<file path="src/rtl/c64_mem_map.sv">
// C64 memory map with the 6510 on-chip processor port ($0000/$0001).
// Optional cartridge ROML/ROMH decode is enabled by defining MEM_MAP_CART_EN.
`timescale 1ns/1ps
module c64_mem_map #(
  parameter int         WIDTH      = 8,
  parameter logic [7:0] DDR_RESET  = 8'h00,
  parameter logic [7:0] PORT_RESET = 8'h37
) (
  input  logic             clk,
  input  logic             reset,
  input  logic [15:0]      cpu_ab,
  input  logic [WIDTH-1:0] cpu_do,
  input  logic             cpu_we,
  output logic [WIDTH-1:0] cpu_di,
  output logic [15:0]      ram_addr,
  output logic [WIDTH-1:0] ram_wdata,
  output logic             ram_we,
  input  logic [WIDTH-1:0] ram_rdata,
  input  logic [WIDTH-1:0] basic_rdata,
  input  logic [WIDTH-1:0] kernal_rdata,
  input  logic [WIDTH-1:0] char_rdata,
  output logic             io_sel,
  output logic             io_we,
  input  logic [WIDTH-1:0] io_rdata,
`ifdef MEM_MAP_CART_EN
  input  logic             exrom,
  input  logic             game,
  input  logic [WIDTH-1:0] cart_rdata,
  output logic             roml_sel,
`endif
  input  logic [2:0]       port_in,
  output logic [2:0]       bank_cfg
);

  typedef enum logic [2:0] {
    SRC_RAM    = 3'd0,
    SRC_BASIC  = 3'd1,
    SRC_KERNAL = 3'd2,
    SRC_CHAR   = 3'd3,
    SRC_IO     = 3'd4,
    SRC_PORT   = 3'd5,
    SRC_CART   = 3'd6
  } src_e;

  src_e       src_d, src_q;
  logic [7:0] ddr_d, ddr_q;
  logic [7:0] pdata_d, pdata_q;
  logic [7:0] port_d, port_q;
  logic [7:0] pins;
  logic       loram, hiram, charen;

  // Undriven (input) port bits float high; bits 5:3 come from the cassette lines.
  assign pins     = (pdata_q & ddr_q) | (~ddr_q & {2'b11, port_in, 3'b111});
  assign bank_cfg = reset ? 3'b111 : pins[2:0];
  assign loram    = bank_cfg[0];
  assign hiram    = bank_cfg[1];
  assign charen   = bank_cfg[2];

  assign ram_addr  = cpu_ab;
  assign ram_wdata = cpu_do;

  always_comb begin
    src_d = SRC_RAM;
    if (cpu_ab[15:1] == 15'd0) begin
      src_d = SRC_PORT;
    end else begin
      case (cpu_ab[15:12])
`ifdef MEM_MAP_CART_EN
        4'h8, 4'h9: if (!exrom && loram && hiram) src_d = SRC_CART;
        4'hA, 4'hB: begin
          if (!exrom && !game && hiram) src_d = SRC_CART;
          else if (loram && hiram)      src_d = SRC_BASIC;
        end
`else
        4'hA, 4'hB: if (loram && hiram) src_d = SRC_BASIC;
`endif
        4'hD:       if (loram || hiram) src_d = charen ? SRC_IO : SRC_CHAR;
        4'hE, 4'hF: if (hiram) src_d = SRC_KERNAL;
        default:    src_d = SRC_RAM;
      endcase
    end
  end

  // ROM regions write through to the RAM underneath; only the port and I/O block RAM writes.
  assign io_sel = (src_d == SRC_IO);
  assign io_we  = cpu_we & ~reset & io_sel;
  assign ram_we = cpu_we & ~reset & (src_d != SRC_PORT) & (src_d != SRC_IO);
`ifdef MEM_MAP_CART_EN
  assign roml_sel = (src_d == SRC_CART) && (cpu_ab[15:13] == 3'b100);
`endif

  always_comb begin
    ddr_d   = ddr_q;
    pdata_d = pdata_q;
    port_d  = port_q;
    if (src_d == SRC_PORT) begin
      port_d = cpu_ab[0] ? pins : ddr_q;
      if (cpu_we) begin
        if (cpu_ab[0]) pdata_d = cpu_do;
        else           ddr_d   = cpu_do;
      end
    end
  end

  always_ff @(posedge clk or posedge reset) begin
    if (reset) begin
      ddr_q   <= DDR_RESET;
      pdata_q <= PORT_RESET;
      port_q  <= 8'h00;
      src_q   <= SRC_RAM;
    end else begin
      ddr_q   <= ddr_d;
      pdata_q <= pdata_d;
      port_q  <= port_d;
      src_q   <= src_d;
    end
  end

  always_comb begin
    cpu_di = ram_rdata;
    case (src_q)
      SRC_BASIC:  cpu_di = basic_rdata;
      SRC_KERNAL: cpu_di = kernal_rdata;
      SRC_CHAR:   cpu_di = char_rdata;
      SRC_IO:     cpu_di = io_rdata;
      SRC_PORT:   cpu_di = port_q;
`ifdef MEM_MAP_CART_EN
      SRC_CART:   cpu_di = cart_rdata;
`endif
      default:    cpu_di = ram_rdata;
    endcase
  end

endmodule
</file>
<file path="config.mk">
export PLATFORM = sky130hd
export DESIGN_NAME = c64_mem_map
export DESIGN_NICKNAME = d
export VERILOG_FILES = /design/src/rtl/c64_mem_map.sv
export SDC_FILE = /design/constraint.sdc
export NUM_CORES = 1
export LEC_CHECK = 0
export ABC_AREA = 0
export CORE_UTILIZATION = 39
export DETAILED_ROUTE_END_ITERATION = 6
export PLACE_DENSITY = 0.93
export SKIP_CTS_REPAIR_TIMING = 1
export SLEW_MARGIN = 5
export SYNTH_ARGS = -nofsm -noshare
export SYNTH_HDL_FRONTEND = slang
export SYNTH_SLANG_ARGS = --single-unit
</file>
<file path="constraint.sdc">
create_clock -name clk -period 2.4 [get_ports clk]
set_input_delay 0.72 -clock clk [delete_from_list [all_inputs] [get_ports clk]]
set_output_delay 0.72 -clock clk [all_outputs]
set_load 0.1 [all_outputs]
</file>
==> reports/qor.txt, run 1 <==
FF-to-FF Start: ddr_q[1]
Ports: 108
antenna-violating nets left: 0
share of cells above drive strength 1: 0.4985
Most common cell on crit path: buf_4
Most used DFF post-synth: dfrtp_1
outcome: complete, but fails checks
EDFF count, synth: 0
first-pass GRT wire length: 9.977 mm
vias in the first global route: 2,167
final worst setup slack: -380.2 ps
Max Slew Vio Count: 0
Clock transition at path regs: 100 ps
final WL: 8.853 mm
DIE HEIGHT: 73.00 µm
GRT Resource Usage Total: 0.2459
Routed met2 length: 4.645 mm
mean routed wirelength per cell: 21.91 µm
CTS buffer count: 3
Layout area overhead: 112.1%
clock skew: 6.550 ps
Die X: 73.00 µm
starting density of the core: 0.4107
FF+latch count, synth: 27
Detail Placement HPWL: 5.346 mm
Crit Path Category: flip-flop to output pin
H-tree lvl count: 1
PwrDens: 378.9 mW/mm²
area of the multi-input gates: 0.001369 mm²
cell count after synthesis: 211
data required time at the worst endpoint: 1680 ps
gp weighted congestion: 0.8734
DRC viols: 0
CP arrival: 2060 ps
row cnt: 25
post-synth cell types: 39
Max VDD drop: 0.3120 mV
Placed Cells: 393
clock sinks: 27
Reg2Reg Depth: 4
Non-Filler Instances: 404
Core Util, Final: 0.8711
top cells by instance count after synthesis: 24 x buf_4, 22 x dfrtp_1, 19 x mux2_2, 17 x o21ai_0
overall die area: 0.005328 mm²
Met1 Routed Length: 3.113 mm
Max FO, Critical Path: 6
endpoints failing hold: 0
drt initial violations: 143
top-area cell type share of the netlist area: 0.2801
antenna violations before repair: 0
critical path's slowest cell: dfrtp_2
Worst slew margin: 0.6244
CTS max path bufs: 2
Detailed Routing Iterations Pass 1: 5
Worst Setup SP: src_q[2]
Cell Area, Placed: 0.003729 mm²
hold path cells: 1
Design Area, Final: 0.004169 mm²
f_max: 359.7 MHz
vias: 2,311
post-synthesis cell area: 0.001966 mm²
largest net degree at the start of global routing: 28
CP Launch Type: flip-flop
hold_ws: 505.3 ps
fin crit share: 1.158
max_cap viols: 0
CP max stage delay: 460 ps
Root Driver: clkbuf_8
Reg area: 684.4 µm²
top routing layer in use: met4
Via density: 5.720
ant diodes: 0
wire length on met3: 622 µm
Final min period: 2780 ps
Slew @ Worst Pin: 563.4 ps
CP endpoint kind: output pin
r2r endpoint: src_q[0]
Final nets: 408
reg-to-reg slack, setup: 820 ps
Setup WS pre-CTS: -630.5 ps
RSZ-0062 raised after global routing: true
synth top area cells: dfrtp_1 28%, mux2_2 11%, buf_4 9.2%, dfstp_2 6.7%, o21ai_0 4.3%
port buffer count: 107
worst hold-check path type: flip-flop to flip-flop
leading area contributor after synthesis: dfrtp_1
ys async rst share: 1.000
clock latency on the worst-skew pair: 280 ps
failing checks: negative setup slack
Core Area: 0.004786 mm²
Synth Warn #: 0
post-synthesis sequential area ratio: 0.3469
final setup violation count: 11
GRT overflow: 0
Mapped Avg Cell Area: 9.316 µm²
syn_nets: 281
Fill cells: 197
Leak: 2.128 nW
CTS tree: yes
top-count cell post-synth: buf_4
Hold Crit Start: port_q[4]
Critical Path, Cell by Cell: buf_4 -> a21o_1 -> a222oi_1 -> buf_4 -> a221oi_4 -> buf_12
Hold Path Sink: port_q[4]
==> power breakdown <==
group	switching [mW]	leakage (nW)	total (mW)	internal (mW)
Clock	0.156	0.0217	0.274	0.118
Sequential	0.00264	0.355	0.460	0.457
Combinational	0.493	1.75	0.846	0.353
Total	0.651	2.13	1.58	0.928
==> flip-flops by register name (all words and copies together) (netlist names) <==
| register | cells |
|---|---|
| pdata_q | 8 |
| ddr_q | 8 |
| port_q | 8 |
| src_q | 3 |
==> cells by family (layout without fill, tap and decap cells) <==
family / Yosys count / in the layout / share of synthesized area
AOI/OAI and AO/OA: 53 / 53 / 0.1859
buffers and inverters: 46 / 172 / 0.1368
DFF: 27 / 27 / 0.3469
muxes: 26 / 26 / 0.1515
and+or+nand+nor: 59 / 59 / 0.1789
==> final cells by class <==
cell class,instances,share of cell area
Clock buffer,3,0.009904
Clock inverter,1,0.001801
Inverter,12,0.01230
Multi-Input combinational cell,138,0.3283
Sequential cell,27,0.1642
Tap cell,67,0.02011
Timing Repair Buffer,156,0.4634
==> worst max-delay path by stage <==
stage                endpoint  slack (ps)
floorplan              ram_we        -610
global placement       ram_we        -540
detailed placement     ram_we        -630
CTS                    ram_we        -630
global route        cpu_di[0]        -430
finish              cpu_di[0]        -380
==> layer usage <==
| layer | track usage | vias to the layer above |
|---|---|---|
| met3 | 0.04420 | 43 |
| li1 | - | 999 |
| met4 | 0.06100 | 0 |
| met1 | 0.2610 | 1124 |
| met2 | 0.4907 | 145 |
| met5 | 0 | - |
==> through the flow <==
stage	TNS [ps]	total power, mW
after detailed placement	-11180	1.252
after floorplan	-2636	0.9172
after CTS	-6757	1.515
final	-3090	1.580
after global routing	-3475	1.629
after global placement	-9982	1.238
==> cell usage in the layout (no fill, tap or decap), types with 11 or more instances in the layout <==
cell and instances:
o21ai_0 15, clkdlybuf4s50_1 29, mux2_2 16, nand2_1 11, buf_12 39, dfrtp_1 20
buf_4 41, dlymetal6s2s_1 36
==> critical path: cells and delay by family (launching register included) <==
kind	cells	cell delay, ps
AOI/OAI and AO/OA	3	700
DFF	1	460
buffers and inverters	3	590
No activity file was read; power rests on OpenSTA's default activity.
==> run 2, diff against run 1 <==
--- a/config.mk
+++ b/config.mk
@@ -10,7 +10,6 @@
 export DETAILED_ROUTE_END_ITERATION = 6
 export PLACE_DENSITY = 0.93
 export SKIP_CTS_REPAIR_TIMING = 1
-export SLEW_MARGIN = 5
 export SYNTH_ARGS = -nofsm -noshare
 export SYNTH_HDL_FRONTEND = slang
 export SYNTH_SLANG_ARGS = --single-unit
==> results of run 2 <==
Final layout, timing and power as in run 1 (identical DEF).
